==> config.mk <==
export PLATFORM = sky130hd
export DESIGN_NAME = seq_stage_ctrl
export DESIGN_NICKNAME = d
export VERILOG_FILES = /design/src/rtl/seq_pkg.sv /design/src/rtl/seq_icode_class.sv /design/src/rtl/seq_stage_ctrl.sv
export SDC_FILE = /design/constraint.sdc
export NUM_CORES = 1
export LEC_CHECK = 0
export ABC_AREA = 1
export ABC_CLOCK_PERIOD_IN_PS = 1850
export CAP_MARGIN = 20
export CORE_MARGIN = 2
export CORE_UTILIZATION = 53
export DETAILED_ROUTE_END_ITERATION = 10
export PLACE_DENSITY_LB_ADDON = 0.25
export REMOVE_ABC_BUFFERS = 1
export SLEW_MARGIN = 20
export SYNTH_ARGS = -nofsm -noshare
export SYNTH_HDL_FRONTEND = slang
export SYNTH_HIERARCHICAL = 1
export SYNTH_SLANG_ARGS = --single-unit
==> constraint.sdc <==
create_clock -name clk -period 1.85 [get_ports clk]
set_input_delay 0.2775 -clock clk [delete_from_list [all_inputs] [get_ports clk]]
set_output_delay 0.2775 -clock clk [all_outputs]
set_load 0.02 [all_outputs]
==> src/rtl/seq_pkg.sv <==
// +------------------------------------------------------------------+
// | seq_pkg: shared icode, status and sequencer-state definitions     |
// | Rev 1.0                                                           |
// +------------------------------------------------------------------+
`default_nettype none

package seq_pkg;

  localparam logic [3:0] IHALT   = 4'h0;
  localparam logic [3:0] INOP    = 4'h1;
  localparam logic [3:0] IRRMOVQ = 4'h2;
  localparam logic [3:0] IIRMOVQ = 4'h3;
  localparam logic [3:0] IRMMOVQ = 4'h4;
  localparam logic [3:0] IMRMOVQ = 4'h5;
  localparam logic [3:0] IOPQ    = 4'h6;
  localparam logic [3:0] IJXX    = 4'h7;
  localparam logic [3:0] ICALL   = 4'h8;
  localparam logic [3:0] IRET    = 4'h9;
  localparam logic [3:0] IPUSHQ  = 4'hA;
  localparam logic [3:0] IPOPQ   = 4'hB;

  localparam logic [1:0] STAT_AOK = 2'd0;
  localparam logic [1:0] STAT_HLT = 2'd1;
  localparam logic [1:0] STAT_ADR = 2'd2;
  localparam logic [1:0] STAT_INS = 2'd3;

  typedef enum logic [3:0] {
    S_IDLE    = 4'd0,
    S_FETCH   = 4'd1,
    S_DECODE  = 4'd2,
    S_EXECUTE = 4'd3,
    S_MEMORY  = 4'd4,
    S_WB_E    = 4'd5,
    S_WB_M    = 4'd6,
    S_PC_UPD  = 4'd7,
    S_HALT    = 4'd8
  } state_t;

endpackage

`default_nettype wire

==> src/rtl/seq_icode_class.sv <==
// +------------------------------------------------------------------+
// | seq_icode_class: icode -> memory/writeback/validity classifier    |
// | Rev 1.0                                                           |
// +------------------------------------------------------------------+
`default_nettype none

module seq_icode_class
  import seq_pkg::*;
(
  input  logic [3:0] icode,
  output logic       uses_mem,
  output logic       writes_e,
  output logic       writes_m,
  output logic       valid
);

  always_comb begin
    uses_mem = 1'b0;
    writes_e = 1'b0;
    writes_m = 1'b0;
    valid    = 1'b1;
    case (icode)
      IHALT, INOP, IJXX: ;
      IRRMOVQ, IIRMOVQ, IOPQ: writes_e = 1'b1;
      IRMMOVQ: uses_mem = 1'b1;
      IMRMOVQ: begin
        uses_mem = 1'b1;
        writes_m = 1'b1;
      end
      ICALL, IRET, IPUSHQ: begin
        uses_mem = 1'b1;
        writes_e = 1'b1;
      end
      IPOPQ: begin
        uses_mem = 1'b1;
        writes_e = 1'b1;
        writes_m = 1'b1;
      end
      default: valid = 1'b0;
    endcase
  end

endmodule

`default_nettype wire

==> src/rtl/seq_stage_ctrl.sv <==
// +------------------------------------------------------------------+
// | seq_stage_ctrl: multi-cycle Y86-64 SEQ stage sequencer            |
// | Rev 1.0                                                           |
// +------------------------------------------------------------------+
`default_nettype none

module seq_stage_ctrl
  import seq_pkg::*;
#(
  parameter int CNT_W = 64
) (
  input  logic             clk,
  input  logic             reset,
  input  logic             start,
  input  logic [3:0]       icode,
  input  logic             imem_error,
  input  logic             mem_ready,
  input  logic             dmem_error,
  output logic             fetch_en,
  output logic             decode_en,
  output logic             execute_en,
  output logic             mem_en,
  output logic             pc_en,
  output logic             rf_we,
  output logic             rf_wsel,
  output logic [1:0]       stat,
  output logic             busy,
  output logic [CNT_W-1:0] instr_count
);

  localparam logic [CNT_W-1:0] CNT_ONE = {{(CNT_W-1){1'b0}}, 1'b1};

  state_t     state, next_state;
  logic [3:0] icode_q;
  logic [1:0] next_stat;
  logic       retire;
  logic       latch_icode;
  logic       uses_mem, writes_e, writes_m, valid;

  seq_icode_class u_class (
    .icode    (icode_q),
    .uses_mem (uses_mem),
    .writes_e (writes_e),
    .writes_m (writes_m),
    .valid    (valid)
  );

  always_ff @(posedge clk) begin
    if (reset) begin
      state       <= S_IDLE;
      stat        <= STAT_AOK;
      icode_q     <= 4'h0;
      instr_count <= '0;
    end else begin
      state <= next_state;
      stat  <= next_stat;
      if (latch_icode) icode_q <= icode;
      if (retire) instr_count <= instr_count + CNT_ONE;
    end
  end

  always_comb begin
    next_state  = state;
    next_stat   = stat;
    retire      = 1'b0;
    latch_icode = 1'b0;
    case (state)
      S_IDLE: if (start) next_state = S_FETCH;
      S_FETCH: begin
        if (imem_error) begin
          next_state = S_HALT;
          next_stat  = STAT_ADR;
        end else begin
          next_state  = S_DECODE;
          latch_icode = 1'b1;
        end
      end
      S_DECODE: begin
        if (!valid) begin
          next_state = S_HALT;
          next_stat  = STAT_INS;
        end else if (icode_q == IHALT) begin
          // halt counts as retired; faults do not
          next_state = S_HALT;
          next_stat  = STAT_HLT;
          retire     = 1'b1;
        end else begin
          next_state = S_EXECUTE;
        end
      end
      S_EXECUTE: begin
        if (uses_mem)      next_state = S_MEMORY;
        else if (writes_e) next_state = S_WB_E;
        else               next_state = S_PC_UPD;
      end
      S_MEMORY: begin
        if (mem_ready) begin
          if (dmem_error) begin
            next_state = S_HALT;
            next_stat  = STAT_ADR;
          end else if (writes_e) next_state = S_WB_E;
          else if (writes_m)     next_state = S_WB_M;
          else                   next_state = S_PC_UPD;
        end
      end
      // E before M so a popq into rsp leaves the memory value in place
      S_WB_E: next_state = writes_m ? S_WB_M : S_PC_UPD;
      S_WB_M: next_state = S_PC_UPD;
      S_PC_UPD: begin
        next_state = S_FETCH;
        retire     = 1'b1;
      end
      S_HALT: next_state = S_HALT;
      default: next_state = S_IDLE;
    endcase
  end

  always_comb begin
    fetch_en   = 1'b0;
    decode_en  = 1'b0;
    execute_en = 1'b0;
    mem_en     = 1'b0;
    pc_en      = 1'b0;
    rf_we      = 1'b0;
    rf_wsel    = 1'b0;
    busy       = 1'b1;
    case (state)
      S_FETCH:   fetch_en   = 1'b1;
      S_DECODE:  decode_en  = 1'b1;
      S_EXECUTE: execute_en = 1'b1;
      S_MEMORY:  mem_en     = 1'b1;
      S_WB_E:    rf_we      = 1'b1;
      S_WB_M: begin
        rf_we   = 1'b1;
        rf_wsel = 1'b1;
      end
      S_PC_UPD:  pc_en      = 1'b1;
      default:   busy       = 1'b0;
    endcase
  end

endmodule

`default_nettype wire

* After elaboration in Yosys (flattened, before gate mapping)
Cells that the tools add are included.
** Storage, ports and cells
- Flip-flop bits (word level) :: 74
- Bits of input ports :: 10
- Output and inout bits :: 74
- Logic and storage cells :: 74
** Operators by class
- $add $sub $neg :: 1
- Equality and inequality tests :: 24
- Muxes and demuxes :: 34
- Reduce and logical (&&, ||, !) cells :: 11
** Operators with widths (count)
- 64-bit by 1-bit adder with 64-bit output (second input constant) :: 1
- 4-bit one-hot mux with 9 select lines :: 1
- 4-bit by 3-bit == test with 1-bit output (second input constant) :: 8
- 4-bit 2-to-1 mux :: 6
- 4-bit == test (second input constant) :: 5
- 1-bit 2-to-1 mux :: 17
- 4-bit by 2-bit == test with 1-bit output (second input constant) :: 4
- 2-bit 2-to-1 mux :: 8
- 7-bit OR reduction :: 2
- 12-bit OR reduction :: 1
- 4-bit by 1-bit == test with 1-bit output (second input constant) :: 2
- 4-bit zero test :: 2
- 2-bit != test (second input constant) :: 4
- 2-bit one-hot mux with 3 select lines :: 1
- 6-bit OR reduction :: 1
- 5-bit AND reduction :: 1
- 2-bit OR reduction :: 2
- 3-bit != test (second input constant) :: 1
- 3-bit nonzero test :: 1
- 1-bit one-hot mux with 2 select lines :: 1
- 2-bit AND reduction :: 1

* Logic depth before layout (Yosys ltp)
Gate-level depths: netlist (run 1).
- Depth after elaboration :: 8
- Depth in mapped cells :: 11

* Modules after synthesis
The synthesis (run 1) kept the hierarchy.
** Modules (own cells, without submodules)
- seq_stage_ctrl :: instances 1, cells each 762, area each 4436.8 um^2
- seq_icode_class :: instances 1, cells each 19, area each 73.8 um^2

* Worst setup path before layout (run 1)
Ideal clock, no wire load.
- Path type :: register -> register
- Start point :: register instr_count[0]
- End point :: register instr_count[44]
- Library setup time :: 0.116 ns
- Arrival :: 1.658 ns
- Path slack :: 0.077 ns
- Stages on the path, launching flop included :: 11
- Buffers on the path :: 0
- Clock period less this slack :: 1.773 ns
- Cells stage by stage :: dfxtp_1 > ha_1 > inv_1 > nor2_2 > nand2_1 > nor2_1 > nand2_1 > nor2_2 > nand2_1 > o21ai_0 > nor2_1
** On the way
- Longest elaborated chain between the ends :: 1
** Ends and longest elaborated chain
- start, declared :: RTL line seq_stage_ctrl.sv:28 : output logic [CNT_W-1:0] instr_count
- start signal, assigned :: RTL line seq_stage_ctrl.sv:58 : if (retire) instr_count <= instr_count + CNT_ONE;
- 64-bit by 1-bit adder with 64-bit output :: RTL line seq_stage_ctrl.sv:58
No other way between the ends.
A chain may end at the register's enable or synchronous reset.

* Worst setup path after layout (run 1)
- Start point :: register instr_count[41]
- End point :: output instr_count[41]
No word-level cell between the ends.

==> summary.md, run 1 <==
| Metric | Value |
|---|---|
| Status | completed |
| Yosys warnings | 6 |
| GP Congestion | 1.02 |
| Fin Hold WS | roughly 490 ps |
| LEAKAGE | 2.26 nW |
| Core area | 8220 µm² |
| Netlist cell types | 30 |
| VDD IR-drop max | 574 µV |
| Initial Utilization | between 50% and 60% |
| CP startpoint kind | flop |
| Die Wd | ~96 µm |
| Ant. Diodes | 0 |
| Clk Latency, worst-skew pair | 360 ps |
| Pins over their slew limit | 0 |
| Crit-path cells | clkdlybuf4s50_1 |
| Slew headroom | slightly below 70% |
| Crit path largest cell delay | ~660 ps |
| Critical path endpoint category | output pin |
| Largest net degree at the start of global routing | 38 |
| Synthesized instance count | 781 |
| Final period util | approximately 96% |
| CP delay by family, top | buffers and inverters |
| Buf/Inv on CP | 1 |
| Mean area per synthesized cell | approximately 5.8 µm² |
| Critical path fanouts, max | 6 |
| Length of the first detailed-routing pass in iterations | 6 |
| Fin nets | 896 |
| Vias | 5,364 |
| Avg WL per Cell | approximately 14 µm |
| Initial antenna violation count | 0 |
| Die area | ~9300 µm² |
| TritonCTS Buffers | 9 |
| Std cell rows | 33 |
| Share of cells above drive strength 1 | 10.8% |
| CTS Hold Buffers Added | 0 |
| TritonCTS clock tree | built |
| CTS H-tree lvls | 3 |
| Reg clk slew, reported paths | about 80 ps |
| Mapped cell area | between 4000 and 5000 µm² |
| Area grow syn2layout | 32.6% |
| Drt total wl | 14,300 µm |
| Root buffer cell | clkbuf_8 |
| Maximum clock insertion buffer count | 2 |
| Critical path arrival | 1500 ps |
| DRT antenna net count | 0 |
| Drt initial violations | 480 |
| Setup CP Type | reg -> out |
| Post-DP HPWL | 10,700 µm |
| Sink Count | 74 |
| Vias in the first global route | just under 5,000 |
| Total gr overflow | 0 |
| First-pass GRT wire length | roughly 23,000 µm |
| Port buffer count | 83 |
| Die H | ~96 µm |
| Final setup fails | 0 |
| RSZ-0062 raised after global routing | yes |
| Max-cap violations | 0 |
| Setup Skew | 10.4 ps |
| Placed cell areas | ~5600 µm² |
| Via/cell ratio | between 5 and 6 |
| Hold WC Path Type | reg -> reg |
| Pwr/cell area | between 600 and 700 nW/µm² |
| Required time of the critical path | 1570 ps |
| Final Hold Fails | 0 |
| F_max | 561 MHz |
| IO Count | between 80 and 90 |
| Worst Max-Slew Pin Slew | 479 ps |
| Tot Pwr | approximately 4.0 mW |
| Post-route minimum period | roughly 1800 ps |
| Final worst slack | between 60 and 70 ps |
| Slowest cell on the critical path | clkdlybuf4s50_1 |
| Worst slack at placement | -16.1 ps |
| Post-synthesis sequential area ratio | 32.8% |
| DRC Markers | 0 |
| Yosys reg bits | 74 |
| Cell area after layout | 5980 µm² |
| Gr usage total | approximately a third |
layout by cell type, fill, tap and decap left out, drive strengths merged:
master	count
nand2	214
nor2	212
inv	100
clkdlybuf4s50	75
dfxtp	74
nand3	57
a21oi	35
o21ai	30
buf	22
nand4	16
clkbuf	13
nor3	10
xor2	7
dlygate4sd2	5
xnor2	3
nand3b	2
and2	2
bufinv	2
clkdlybuf4s15	2
o21bai	2
and3	1
o31ai	1
or2	1
nor4	1
ha	1
clkinv	1
clkinvlp	1
layout make-up:
class | count | area, µm²
Multi-Input combinational cell | 595 | 2720
Fill cell | 703 | 2230
Sequential cell | 74 | 1500
Timing Repair Buffer | 105 | 1020
Inverter | 100 | 375
Clock buffer | 12 | 165
Tap cell | 105 | 131
Clock inverter | 4 | 72.6
synth_stat cells, drive strengths merged:
master / n / area, µm²
nand3b: 2 / 15.0
nor4: 1 / 6.26
xor2: 7 / 61.3
nand4: 16 / 100
inv: 100 / 375
and3: 1 / 6.26
a21oi: 35 / 175
xnor2: 3 / 26.3
dfxtp: 74 / 1480
or2: 1 / 6.26
o21bai: 2 / 18.8
clkbuf: 3 / 11.3
o31ai: 1 / 7.51
buf: 9 / 45.0
o21ai: 30 / 150
ha: 1 / 12.5
nor2: 212 / 853
nand2: 214 / 806
nand3: 57 / 290
and2: 2 / 12.5
nor3: 10 / 50.1
flip-flops by register name, summed over array words and instances (netlist names):
name,cells
state,4
stat,2
icode_q,4
instr_count,64
logic make-up (layout without fill, tap and decap cells):
group                      Yosys count  in the layout  synth area share, %
and+or+nand+nor                    516            516                 47.6
xor gates and xnor gates            10             10                 1.94
DFF                                 74             74                 32.8
adders and majority gates            1              1                0.277
buffers and inverters              112            221                 9.57
AOI/OAI and AO/OA                   68             68                 7.79
timing repair:
| action | in CTS | in global routing |
|---|---|---|
| resized for setup | 17 | 43 |
| pin swaps | 0 | 5 |
| buffers inserted | 0 | 3 |
| setup endpoints to repair | 8 | 53 |
through the flow:
step	utilization (%)	TNS [ps]	instances
after floorplan	-	-217	769
after global placement	67.8	0	976
after detailed placement	67.8	-16.1	976
after CTS	70.9	0	992
after global routing	72.8	-64.1	995
final	72.8	0	995
routing by layer:
metal  wire (µm)  global-route usage [%]  share of wire, %  up-vias
li1            -                       -                 -     2641
met1        6000                    41.7                42     2422
met2        6820                    53.0                48      274
met3        1210                    5.56               8.5       27
met4         232                    9.88               1.6        0
met5           0                       0                 0        -
worst paths after layout:
path	start	to	slack, ps	cells after the start
worst min register to register	instr_count[3]	instr_count[3]	490	1
worst max register to register	instr_count[28]	instr_count[51]	100	8
worst max-delay path	instr_count[41]	instr_count[41]	70	1
worst min-delay path	instr_count[3]	instr_count[3]	490	1
power breakdown:
part	total (mW)	leakage, nW	switching [mW]	internal (mW)
sequential	1.77	0.603	0.0988	1.67
clock	1.50	0.119	0.635	0.868
combinational	0.754	1.54	0.465	0.288
No activity file was read; power rests on OpenSTA's default activity.
==> run 2, diff against run 1 <==
--- a/config.mk
+++ b/config.mk
@@ -7,7 +7,6 @@
 export LEC_CHECK = 0
 export ABC_AREA = 1
 export ABC_CLOCK_PERIOD_IN_PS = 1850
-export CAP_MARGIN = 20
 export CORE_MARGIN = 2
 export CORE_UTILIZATION = 53
 export DETAILED_ROUTE_END_ITERATION = 10
==> results of run 2 <==
The final DEF is identical to that of run 1; final timing and power are the same.
==> run 3, diff against run 2 <==
--- a/config.mk
+++ b/config.mk
@@ -8,10 +8,11 @@
 export ABC_AREA = 1
 export ABC_CLOCK_PERIOD_IN_PS = 1850
 export CORE_MARGIN = 2
-export CORE_UTILIZATION = 53
+export CORE_UTILIZATION = 30
 export DETAILED_ROUTE_END_ITERATION = 10
 export PLACE_DENSITY_LB_ADDON = 0.25
 export REMOVE_ABC_BUFFERS = 1
+export SKIP_LAST_GASP = 1
 export SLEW_MARGIN = 20
 export SYNTH_ARGS = -nofsm -noshare
 export SYNTH_HDL_FRONTEND = slang
==> run 3 against run 2 <==
- routed wire length is 3.9% higher
- critical path depth is 1 higher
- clock power is 18% higher
- final area is 5.1% higher
- via count is 3.9% lower
- largest power group is now clock
- highest routed layer unchanged
==> summary.md, run 3 (synthesis gave the netlist of run 1 again) <==
| Metric | Value |
|---|---|
| DRT antenna net count | 0 (unchanged) |
| TritonCTS Buffers | 9 (unchanged) |
| Initial Utilization | 30.9% (-24 points) |
| Status | completed |
| Top Registers | instr_count (64), icode_q (4), state (4) |
| Commonest non-fill, non-tap cells in the layout | nand2_1 (211), nor2_1 (186), inv_1 (97) |
| Drt initial violations | 375 (-22%) |
| Worst Reg-to-Reg Cells | 10 (+2) |
| Gr usage total | 18.7% (-13 points) |
| Pint | 3.08 mW (+8.8%) |
| Clk Latency, worst-skew pair | 350 ps (about the same) |
| Worst Max-Slew Pin Slew | 382 ps (-96.8 ps) |
| Post-route minimum period | 1790 ps (+8.75 ps) |
| CP startpoint kind | flop |
| Commonest non-fill, non-tap cell in the layout | nand2_1 |
| DRC Markers | 0 (unchanged) |
| Critical path endpoint category | output pin |
| Root buffer cell | clkbuf_16 |
| Tot Pwr | 4.32 mW (+7.2%) |
| IO Count | 84 (unchanged) |
| Critical path fanouts, max | 3 (-3) |
| LEAKAGE | 2.42 nW (+7.1%) |
| Hold WC Path Type | reg -> reg |
| Final Hold Fails | 0 (unchanged) |
| Maximum clock insertion buffer count | 2 (unchanged) |
| Fin Hold WS | 492 ps (+6.33 ps) |
| Port buffer count | 83 (unchanged) |
| Worst Hold End | instr_count[3] |
| CTS H-tree lvls | 3 (unchanged) |
| Max-cap violations | 0 (unchanged) |
| Core area | 14,600 µm² (+78%) |
| Via/cell ratio | 4.68 (-13%) |
| Setup CP Type | reg -> out |
| Std cell rows | 44 (+33%) |
| Drt total wl | 14,800 µm (+3.9%) |
| Net Sw Power | 1.24 mW (+3.4%) |
| Worst hold start | instr_count[3] |
| Slew headroom | 74.4% (+6.6 points) |
| Final setup fails | 0 (unchanged) |
| Reg2reg start | state[3] |
| Avg WL per Cell | 13.5 µm (-6.1%) |
| Pwr/cell area | 687 nW/µm² (+1.9%) |
| Max FFs per register | 64 (unchanged) |
| Ant. Diodes | 0 (unchanged) |
| Die H | 127 µm (+32%) |
| CTS Hold Buffers Added | 0 (unchanged) |
| Total gr overflow | 0 (unchanged) |
| Vias | 5,157 (-3.9%) |
| Sw Share | 28.7% (-1.1 points) |
| Die Wd | 127 µm (+32%) |
| F_max | 559 MHz (-0.49%) |
| Clock share of power | 40.9% (+3.6 points) |
| Final period util | 96.8% (+0.47 points) |
| Pins over their slew limit | 0 (unchanged) |
| Post-DP HPWL | 11,500 µm (+7.4%) |
| Reg clk slew, reported paths | 60 ps (-20 ps) |
| Share of cells above drive strength 1 | 11.9% (+1.1 points) |
| Length of the first detailed-routing pass in iterations | 5 (-1) |
| TritonCTS clock tree | built |
| Critical path arrival | 1510 ps (about the same) |
| Largest net degree at the start of global routing | 53 (+39%) |
| R2R setup slack | 110 ps (about the same) |
| Required time of the critical path | 1570 ps (about the same) |
| R2R Path End | instr_count[45] |
| Initial antenna violation count | 0 (unchanged) |
| Placed cell areas | 5870 µm² (+5.4%) |
| Seq pwr share | 40.0% (-4.0 points) |
| First-pass GRT wire length | 23,900 µm (+4.7%) |
| Hold depth | 1 (unchanged) |
| Setup Skew | 7.64 ps (-2.81 ps) |
| Die area | 16,000 µm² (+73%) |
| Area grow syn2layout | 39.5% |
| Cell area after layout | 6290 µm² (+5.1%) |
| Vias in the first global route | 4,708 (-2.5%) |
| Sink Count | 74 (unchanged) |
| RSZ-0062 raised after global routing | yes |
| Combinational power share | 19.1% (+0.4 points) |
| GP Congestion | 0.928 (-9.0%) |
| VDD IR-drop max | 605 µV (+5.5%) |
| Fin nets | 924 (+3.1%) |
| Top reg by flops | instr_count |
-- run 3: cell count changes in the layout (fill, tap and decap cells not counted), sizes merged --
cell and delta:
buf +28, clkdlybuf4s15 -1, bufinv -1, clkbuf +1
clkinv +1, clkinvlp -1
-- run 3: area by class of cell --
class	count	area [µm²]
clock buffer	12	246
multi-input combinational	595	2670
timing repair buffer	133	1240
clock inverter	3	40.0
inverter	100	375
sequential	74	1490
fill	1524	8300
tap	184	230
-- run 3: per-stage QoR --
stage / setup slack [ps] / TNS (ps) / utilization, % / instances
2_1_floorplan: -36.5 / -217 / - / 769
3_3_place_gp: 15.9 / 0 / 40.2 / 1080
3_5_place_dp: -12.7 / -12.7 / 40.2 / 1080
4_1_cts: 1.45 / 0 / 42.2 / 1095
5_1_grt: -26.1 / -80.3 / 43.1 / 1101
6_report: 60.1 / 0 / 43.1 / 1101
-- run 3: worst max path at each step --
stage,from,end
6_report,instr_count[38],instr_count[38]
5_1_grt,instr_count[33],instr_count[63]
4_1_cts,state[1],execute_en
3_5_place_dp,state[1],execute_en
3_3_place_gp,state[1],execute_en
2_1_floorplan,state[3],instr_count[42]
-- run 3: power groups by stage --
stage / Combinational, mW / Sequential (mW) / Clock [mW]
2_1_floorplan: 0.402 / 1.80 / 0
3_3_place_gp: 0.799 / 1.76 / 0
3_5_place_dp: 0.794 / 1.76 / 0
4_1_cts: 0.780 / 1.73 / 1.79
5_1_grt: 0.918 / 1.74 / 1.85
6_report: 0.824 / 1.73 / 1.77
-- run 3: layer usage --
| layer | up-vias | routed length, µm | track usage [%] |
|---|---|---|---|
| li1 | 2711 | - | - |
| met1 | 2306 | 7080 | 25.8 |
| met2 | 122 | 6670 | 29.2 |
| met3 | 18 | 813 | 3.75 |
| met4 | 0 | 259 | 6.59 |
| met5 | - | 0 | 0 |
-- run 3: repair_timing --
action | 4_1_cts | 5_1_grt
gates cloned | 0 | 0
endpoints found under the setup margin | 8 | 49
resized for setup | 12 | 26
buffers inserted | 0 | 6
pin swaps | 0 | 4
-- run 3: worst max-delay path, cell delays in order, from the launching register on --
cell and delay [ps]:
dfxtp_1 400, buf_4 160, clkdlybuf4s50_1 600
